File: src/rtl/mem_xbar_hs.sv
// mem_xbar_hs: handshaked memory crossbar between the core data port and
// NUM_TGT memory-mapped targets.
//
// Each request's word address is decoded into one of NUM_TGT inclusive
// regions. On a hit, the request is forwarded with a valid/ready handshake
// and the crossbar then waits for that target's response. On a decode miss,
// or when the timeout expires, the crossbar returns an error. Only one
// transaction is outstanding at a time.
//
// Ports:
//   clk, rst_n          clock, asynchronous active-low reset
//   i_req_valid         core request valid
//   o_req_ready         core request ready (high only when idle)
//   i_addr/i_data       core word address and write data
//   i_wren/i_mask       write enable and byte mask
//   o_rsp_valid         one-cycle response pulse
//   o_rsp_data          read data (0 for writes and errors)
//   o_rsp_err           error flag, qualified by o_rsp_valid
//   o_err_cnt           saturating error counter
//   o_tgt_valid         per-target request valid (one-hot or zero)
//   i_tgt_ready         per-target request accept
//   o_tgt_addr/data/wren/mask  shared registered request fields
//   i_tgt_rsp_valid     per-target response valid
//   i_tgt_rsp_data      per-target read data, target i in slice i
module mem_xbar_hs #(
  parameter int NUM_TGT    = 2,
  parameter int ADDR_WIDTH = 30,
  parameter int DATA_WIDTH = 32,
  parameter logic [NUM_TGT*ADDR_WIDTH-1:0] TGT_START = {30'h2000000, 30'h0000000},
  parameter logic [NUM_TGT*ADDR_WIDTH-1:0] TGT_LIMIT = {30'h20000FF, 30'h00003FF},
  parameter int TIMEOUT    = 255
) (
  input  logic                          clk,
  input  logic                          rst_n,
  input  logic                          i_req_valid,
  output logic                          o_req_ready,
  input  logic [ADDR_WIDTH-1:0]         i_addr,
  input  logic [DATA_WIDTH-1:0]         i_data,
  input  logic                          i_wren,
  input  logic [DATA_WIDTH/8-1:0]       i_mask,
  output logic                          o_rsp_valid,
  output logic [DATA_WIDTH-1:0]         o_rsp_data,
  output logic                          o_rsp_err,
  output logic [7:0]                    o_err_cnt,
  output logic [NUM_TGT-1:0]            o_tgt_valid,
  input  logic [NUM_TGT-1:0]            i_tgt_ready,
  output logic [ADDR_WIDTH-1:0]         o_tgt_addr,
  output logic [DATA_WIDTH-1:0]         o_tgt_data,
  output logic                          o_tgt_wren,
  output logic [DATA_WIDTH/8-1:0]       o_tgt_mask,
  input  logic [NUM_TGT-1:0]            i_tgt_rsp_valid,
  input  logic [NUM_TGT*DATA_WIDTH-1:0] i_tgt_rsp_data
);

  localparam int SEL_W = (NUM_TGT > 1) ? $clog2(NUM_TGT) : 1;
  localparam int CNT_W = $clog2(TIMEOUT + 1);
  localparam logic [CNT_W:0] TMO = (CNT_W + 1)'(TIMEOUT);

  typedef enum logic [1:0] {IDLE, REQ, RSP, DONE} state_e;

  state_e                  state_q;
  logic [SEL_W-1:0]        sel_q;
  logic [CNT_W-1:0]        tmo_q;
  logic [NUM_TGT-1:0]      tgt_valid_q;
  logic [ADDR_WIDTH-1:0]   tgt_addr_q;
  logic [DATA_WIDTH-1:0]   tgt_data_q;
  logic                    tgt_wren_q;
  logic [DATA_WIDTH/8-1:0] tgt_mask_q;
  logic                    rsp_valid_q;
  logic [DATA_WIDTH-1:0]   rsp_data_q;
  logic                    rsp_err_q;
  logic [7:0]              err_cnt_q;

  logic                    dec_hit;
  logic [SEL_W-1:0]        dec_sel;
  logic [NUM_TGT-1:0]      dec_onehot;
  logic                    sel_ready;
  logic                    sel_rsp_vld;
  logic [DATA_WIDTH-1:0]   sel_rsp_data;
  logic [CNT_W:0]          tmo_inc;
  logic                    tmo_expired;

  function automatic logic [7:0] sat_inc(input logic [7:0] v);
    return (v == 8'hFF) ? v : v + 8'd1;
  endfunction

  // Region decode: scanning from the highest index down lets the lowest
  // matching index overwrite the result, so the lowest index wins on overlap.
  always_comb begin
    dec_hit = 1'b0;
    dec_sel = '0;
    for (int i = NUM_TGT - 1; i >= 0; i--) begin
      if (i_addr >= TGT_START[i*ADDR_WIDTH +: ADDR_WIDTH] &&
          i_addr <= TGT_LIMIT[i*ADDR_WIDTH +: ADDR_WIDTH]) begin
        dec_hit = 1'b1;
        dec_sel = SEL_W'(i);
      end
    end
  end

  assign dec_onehot   = NUM_TGT'(1) << dec_sel;
  assign sel_ready    = i_tgt_ready[sel_q];
  assign sel_rsp_vld  = i_tgt_rsp_valid[sel_q];
  assign sel_rsp_data = i_tgt_rsp_data[sel_q*DATA_WIDTH +: DATA_WIDTH];

  // The counter counts cycles already spent in REQ/RSP. The transaction
  // aborts at the end of cycle number TIMEOUT unless it completes in that
  // same cycle.
  assign tmo_inc     = {1'b0, tmo_q} + 1'b1;
  assign tmo_expired = (tmo_inc >= TMO);

  always_ff @(posedge clk or negedge rst_n) begin
    if (!rst_n) begin
      state_q     <= IDLE;
      sel_q       <= '0;
      tmo_q       <= '0;
      tgt_valid_q <= '0;
      tgt_addr_q  <= '0;
      tgt_data_q  <= '0;
      tgt_wren_q  <= 1'b0;
      tgt_mask_q  <= '0;
      rsp_valid_q <= 1'b0;
      rsp_data_q  <= '0;
      rsp_err_q   <= 1'b0;
      err_cnt_q   <= '0;
    end else begin
      case (state_q)
        IDLE: begin
          if (i_req_valid) begin
            tgt_addr_q <= i_addr;
            tgt_data_q <= i_data;
            tgt_wren_q <= i_wren;
            tgt_mask_q <= i_mask;
            sel_q      <= dec_sel;
            tmo_q      <= '0;
            if (dec_hit) begin
              tgt_valid_q <= dec_onehot;
              state_q     <= REQ;
            end else begin
              rsp_valid_q <= 1'b1;
              rsp_err_q   <= 1'b1;
              rsp_data_q  <= '0;
              err_cnt_q   <= sat_inc(err_cnt_q);
              state_q     <= DONE;
            end
          end
        end
        REQ: begin
          tmo_q <= tmo_inc[CNT_W-1:0];
          // A ready in the final allowed cycle still leaves the transaction
          // pending, so the abort takes priority here.
          if (tmo_expired) begin
            tgt_valid_q <= '0;
            rsp_valid_q <= 1'b1;
            rsp_err_q   <= 1'b1;
            rsp_data_q  <= '0;
            err_cnt_q   <= sat_inc(err_cnt_q);
            state_q     <= DONE;
          end else if (sel_ready) begin
            tgt_valid_q <= '0;
            state_q     <= RSP;
          end
        end
        RSP: begin
          tmo_q <= tmo_inc[CNT_W-1:0];
          if (sel_rsp_vld) begin
            rsp_valid_q <= 1'b1;
            rsp_err_q   <= 1'b0;
            rsp_data_q  <= tgt_wren_q ? '0 : sel_rsp_data;
            state_q     <= DONE;
          end else if (tmo_expired) begin
            rsp_valid_q <= 1'b1;
            rsp_err_q   <= 1'b1;
            rsp_data_q  <= '0;
            err_cnt_q   <= sat_inc(err_cnt_q);
            state_q     <= DONE;
          end
        end
        DONE: begin
          rsp_valid_q <= 1'b0;
          rsp_err_q   <= 1'b0;
          state_q     <= IDLE;
        end
        default: state_q <= IDLE;
      endcase
    end
  end

  assign o_req_ready = (state_q == IDLE);
  assign o_rsp_valid = rsp_valid_q;
  assign o_rsp_data  = rsp_data_q;
  assign o_rsp_err   = rsp_err_q;
  assign o_err_cnt   = err_cnt_q;
  assign o_tgt_valid = tgt_valid_q;
  assign o_tgt_addr  = tgt_addr_q;
  assign o_tgt_data  = tgt_data_q;
  assign o_tgt_wren  = tgt_wren_q;
  assign o_tgt_mask  = tgt_mask_q;

endmodule

File: config.mk
export PLATFORM = sky130hd
export DESIGN_NAME = mem_xbar_hs
export DESIGN_NICKNAME = d
export VERILOG_FILES = /design/src/rtl/mem_xbar_hs.sv
export SDC_FILE = /design/constraint.sdc
export NUM_CORES = 1
export LEC_CHECK = 0
export CAP_MARGIN = 0
export CORE_ASPECT_RATIO = 1.25
export CORE_MARGIN = 3
export CORE_UTILIZATION = 45
export DETAILED_ROUTE_END_ITERATION = 10
export GPL_ROUTABILITY_DRIVEN = 0
export PLACE_DENSITY = 0.83
export SETUP_SLACK_MARGIN = 0.4
export SLEW_MARGIN = 20
export SYNTH_ARGS = -nofsm -noshare
export SYNTH_HDL_FRONTEND = slang
export SYNTH_SLANG_ARGS = --single-unit
File: constraint.sdc
create_clock -name clk -period 4.5 [get_ports clk]
set_input_delay 0.675 -clock clk [delete_from_list [all_inputs] [get_ports clk]]
set_output_delay 0.675 -clock clk [all_outputs]
set_load 0.05 [all_outputs]
# [Yosys cells after proc, flatten, opt, wreduce, memory -nomap -nowiden]
# Index checks and enable logic that the tools add are counted.
[classes] n_reduce_logical=14 multipliers=0 bitwise=0 n_shift=2 n_mux=41 n_eq_ne=10 n_div=0 add_sub_neg=2 n_lt_le_gt_ge=6
[ops] cell="2-to-1 mux 32 bit" n=5
[ops] cell="case mux 32 bit (3 select lines)" n=1
[ops] cell="indexed part select 64 x 7 -> 32 bit" n=1
[ops] cell="2-to-1 mux 8 bit" n=6
[ops] cell="greater-or-equal comparator 30 x 1 -> 1 bit, second input constant" n=1
[ops] cell="greater-or-equal comparator 30 x 26 -> 1 bit, second input constant" n=1
[ops] cell="less-or-equal comparator 30 x 10 -> 1 bit, second input constant" n=1
[ops] cell="less-or-equal comparator 30 x 26 -> 1 bit, second input constant" n=1
[ops] cell="case mux 8 bit (3 select lines)" n=1
[ops] cell="2-to-1 mux 2 bit" n=10
[ops] cell="case mux 8 bit (2 select lines)" n=1
[ops] cell="2-to-1 mux 1 bit" n=13
[ops] cell="adder 8 x 1 -> 9 bit, second input constant" n=1
[ops] cell="greater-or-equal comparator 9 x 8 -> 1 bit, second input constant" n=1
[ops] cell="adder 8 x 1 -> 8 bit, second input constant" n=1
[ops] cell="== test 8 bit, second input constant" n=1
[ops] cell="case mux 1 bit (4 select lines)" n=2
[ops] cell="case mux 2 bit (4 select lines)" n=1
[ops] cell="AND reduction 4 bit" n=2
[ops] cell="inequality test 2 bit, second input constant" n=3
[ops] cell="inequality test 3 bit, second input constant" n=2
[ops] cell="AND reduction 2 bit" n=3
[ops] cell="AND reduction 3 bit" n=2
[ops] cell="== test 2 bit, second input constant" n=2
[ops] cell="other kinds (10)" n=12
[totals] input_bits=138 out_inout_bits=112 reg_bits=122 latch_bits=0 rom_bits=0 ramBits=0 n_memories=0

# [Depth between registers and ports, before layout]
[depth] ltp_word=8 depth_mapped=9 depth_no_buf=8

# [Worst setup path before layout]
# OpenSTA, ideal clock, no wires.
[synth_timing] kind="register to register" from="reg state_q[0]" to="reg err_cnt_q[1], in the netlist o_err_cnt[1]" n_path_buf=0 path_slack_ns=2.217 synth_period_minus_slack_ns=2.283 path_stages_with_launch=9 arrival_time_ns=2.155 cell_sequence="dfrtp_1 > inv_1 > ha_1 > inv_1 > nor2_1 > a211oi_4 > nand2_2 > nor2_2 > mux2_1"
[synth_between] elab_chain_cells=3
[synth_rtl] item="start, declared" line="61" rtl="state_e state_q;"
[synth_rtl] item="start signal, assigned" line="114" rtl="state_q <= IDLE;"
[synth_rtl] item="start signal, assigned" line="138" rtl="state_q <= REQ;"
[synth_rtl] item="start signal, assigned" line="144" rtl="state_q <= DONE;"
[synth_rtl] item="zero test 2 bit *"
[synth_rtl] item="via o_req_ready" line="36" rtl="output logic o_req_ready,"
[synth_rtl] item="inequality test 2 bit (no source line) / nonzero test 3 bit (equally long branches)"
[synth_rtl] item="AND reduction 4 bit (no source line)"
[synth_rtl] item="end signal, assigned" line="143" rtl="err_cnt_q <= sat_inc(err_cnt_q);"
[synth_rtl] item="end signal, assigned" line="157" rtl="err_cnt_q <= sat_inc(err_cnt_q);"
[synth_rtl] item="end signal, assigned" line="175" rtl="err_cnt_q <= sat_inc(err_cnt_q);"
[synth_rtl] item="end, declared" line="72" rtl="logic [7:0] err_cnt_q;"
# The timed path passes the listed nets; every way through them passes the cells marked *.
# A chain may end at the register's enable or synchronous reset.

# [Worst setup path in the final report]
[layout_timing] from="reg state_q[0]" to="out o_req_ready"
[layout_between] elab_chain_cells=1
[layout_rtl] item="zero test 2 bit" line="189" rtl="assign o_req_ready = (state_q == IDLE);"
[layout_rtl] item="end, declared" line="36"
# Every way passes these cells.

==> results.sh <==
export IMPL_outcome="complete, no violations"
export IMPL_holdBufCountCts=0
export IMPL_power_leakage_nw=3.61
export IMPL_cp_max_fo=14
export IMPL_first_global_vias=5031
export IMPL_ys_ff_latch=122
export IMPL_post_cts_buffers=0
export IMPL_ctsResizeCount=0
export IMPL_syn_nets=568
export IMPL_grt_total_usage_pct=24.5
export IMPL_crit_path_max_incr_delay_ns=0.94
export IMPL_ys_flop_type="dfrtp_1"
export IMPL_ir_worst_vdd_uv=575
export IMPL_arrival_ns=2.39
export IMPL_numPortBuffers=249
export IMPL_fmax_ghz=0.327
export IMPL_drcViolationCount=0
export IMPL_intPower_mw=3.95
export IMPL_p_comb_share_pct=51.2
export IMPL_end_kind="output pin"
export IMPL_hpwl_mm=12.1
export IMPL_grt_overflow=0
export IMPL_final_nets=820
export IMPL_synth_top_area_share_pct=54.6
export IMPL_ys_types=55
export IMPL_p_seq_share_pct=26.0
export IMPL_critPathRequiredTime_ns=3.83
export IMPL_whs_ns=0.270
export IMPL_ff2ff_setup_slack_ns=1.49
export IMPL_drt_iter0_markers=247
export IMPL_cts_buffer_depth=2
export IMPL_fin_tns_setup_ns=0
export IMPL_drt_total_wl_mm=16.6
export IMPL_hold_path_class="in2async"
export IMPL_clock_latency_ns=0.41
export IMPL_synth_seq_area_share_pct=54.6
export IMPL_die_w_um=106
export IMPL_initial_core_util_pct=47.0
export IMPL_slew_headroom_pct=42.6
export IMPL_clock_sinks=122
export IMPL_vias=4576
export IMPL_grt_max_degree=45
export IMPL_crit_chain="inv_1, ha_1, clkdlybuf4s50_1"
export IMPL_cap_violations=0
export IMPL_async_flop_share_pct=100
export IMPL_synth_top_cell_by_area="dfrtp_1"
export IMPL_switching_power_mw=3.10
export IMPL_swShare_pct=43.9
export IMPL_firstDrtPassIters=4
export IMPL_finalHoldViolations=0
export IMPL_wl_per_cell_um=19.6
export IMPL_drive_gt1_share_pct=18.8
export IMPL_row_count=44
export IMPL_syn_area_per_cell_um2=13.2
export IMPL_period_share_pct=68.0
export IMPL_path_class="reg2out"
export IMPL_synth_edf_count=0
export IMPL_synth_area_leaders="dfrtp_1, mux2_2, mux2i_1"
export IMPL_vias_per_cell=5.39
export IMPL_finalClockSkew_ns=0.00519
export IMPL_core_area_um2=11900
export IMPL_power_density_nw_per_um2=791
export IMPL_setup_violations=0
export IMPL_cp_start_kind="flip-flop"
export IMPL_ant_nets=0
export IMPL_die_area_um2=13800
export IMPL_crit_slowest_cell="clkdlybuf4s50_1"
export IMPL_worst_pin_slew_ns=0.858
export IMPL_cts_tree="done"
export IMPL_slew_viol_final=0
export IMPL_h_tree_depth=4
export IMPL_post_route_min_period_ns=3.06
export IMPL_clkPwrFrac_pct=22.8
export IMPL_grt_pass1_wl_mm=26.3
export IMPL_cts_made_buffers=17
export IMPL_netlist_instances=423
export IMPL_antennaDiodeCount=0
export IMPL_syn_to_final_growth_pct=59.4
export IMPL_grt_antenna_before_repair=0
export IMPL_io_pins=250
export IMPL_clkSlewWorstSetupHoldPaths_ns=0.05
export IMPL_root_buffer="clkbuf_16"
export IMPL_r2r_cells=7
export IMPL_synth_area_um2=5590
export IMPL_rsz0062_at_grt="no"
export IMPL_die_y_um=131
export IMPL_ys_warn_count=0
[worst paths after layout]
| check | startpoint | endpoint |
|---|---|---|
| max | state_q[0] | o_req_ready |
| min | rst_n | o_err_cnt[4] |
| max reg2reg | state_q[0] | o_rsp_data[25] |
| min reg2reg | o_rsp_data[5] | o_rsp_data[5] |
| max in group asynchronous | rst_n | o_rsp_data[12] |
| min in group clk | o_rsp_data[5] | o_rsp_data[5] |
[area by class of cell]
type	count	area, µm²
Tap cell	161	201
Clock inverter	12	243
Clock buffer	20	457
Fill cell	790	2980
Sequential cell	122	3050
Multi-Input combinational cell	271	2390
Timing Repair Buffer	254	2530
Inverter	9	33.8
[cells by family after synthesis]
| family | Yosys count | share of synthesized area, % |
|---|---|---|
| AO/OA/AOI/OAI | 78 | 11.8 |
| XOR/XNOR | 7 | 1.10 |
| adder cells (fa/ha/maj) | 7 | 1.57 |
| buffers and inverters | 30 | 2.64 |
| flip-flops | 122 | 54.6 |
| multiplexers | 104 | 20.2 |
| AND/OR/NAND/NOR | 75 | 8.15 |
[power groups by stage]
stage,Clock [mW],Combinational [mW],Sequential [mW]
2_1_floorplan,0,1.07,3.16
3_3_place_gp,0,3.55,1.80
3_5_place_dp,0,3.60,1.83
4_1_cts,1.63,3.63,1.83
5_1_grt,1.68,3.78,1.89
6_report,1.61,3.61,1.83
[cells in the mapped netlist, drive strengths merged, types with 2 or more instances]
master / instances
o211ai: 3
nor3b: 2
nor2: 8
o21ai: 19
o2bb2ai: 34
nand4b: 4
a31oi: 2
buf: 16
nand4: 3
a22o: 7
mux2i: 35
nor3: 9
and3: 4
nor4: 6
nor2b: 2
clkbuf: 5
xor2: 7
mux2: 69
dfrtp: 122
nand2b: 2
o31ai: 4
inv: 9
ha: 7
nand2: 19
nand3: 10
[state kept, by name (all words and copies together) (netlist names)]
| name | flops |
|---|---|
| o_tgt_mask | 4 |
| o_tgt_data | 32 |
| o_tgt_wren | 1 |
| o_rsp_err | 1 |
| state_q | 2 |
| o_rsp_data | 32 |
| o_err_cnt | 8 |
| o_tgt_addr | 30 |
| sel_q | 1 |
| o_tgt_valid | 2 |
| o_rsp_valid | 1 |
| tmo_q | 8 |
[placed cells by master (no fill, tap or decap), types with 7 or more instances in the layout]
| cell | instances |
|---|---|
| xor2_1 | 7 |
| clkbuf_16 | 17 |
| ha_1 | 7 |
| dfrtp_1 | 121 |
| o2bb2ai_1 | 31 |
| o21ai_0 | 14 |
| nand3_1 | 10 |
| nor3_1 | 7 |
| nor2_1 | 7 |
| bufinv_16 | 7 |
| mux2i_1 | 35 |
| nand2_1 | 17 |
| inv_1 | 9 |
| a22o_1 | 7 |
| mux2_2 | 68 |
| clkdlybuf4s50_1 | 248 |
[stage by stage]
stage	worst slack (ns)	power (mW)	std cells	util (%)	area [µm²]
final	1.44	7.05	849	74.9	8910
after global routing	1.12	7.35	849	74.9	8910
after CTS	1.45	7.09	849	74.9	8910
after detailed placement	1.17	5.44	817	69.0	8210
after global placement	1.39	5.35	817	69.0	8210
after floorplan	2.22	4.23	423	-	5590
[worst max-delay path: cells and delay by family, from the launching register on]
kind	cells	cell delay, ns
fa+ha+maj	1	0.48
flops	1	0.43
buf+inv	2	1.06
[per-layer routing]
layer	global-route usage [%]	routed length [µm]
met1	26.4	5910
met5	0	0
met4	8.84	396
met2	43.8	8840
met3	9.68	1450
No activity file was read; power rests on OpenSTA's default activity.
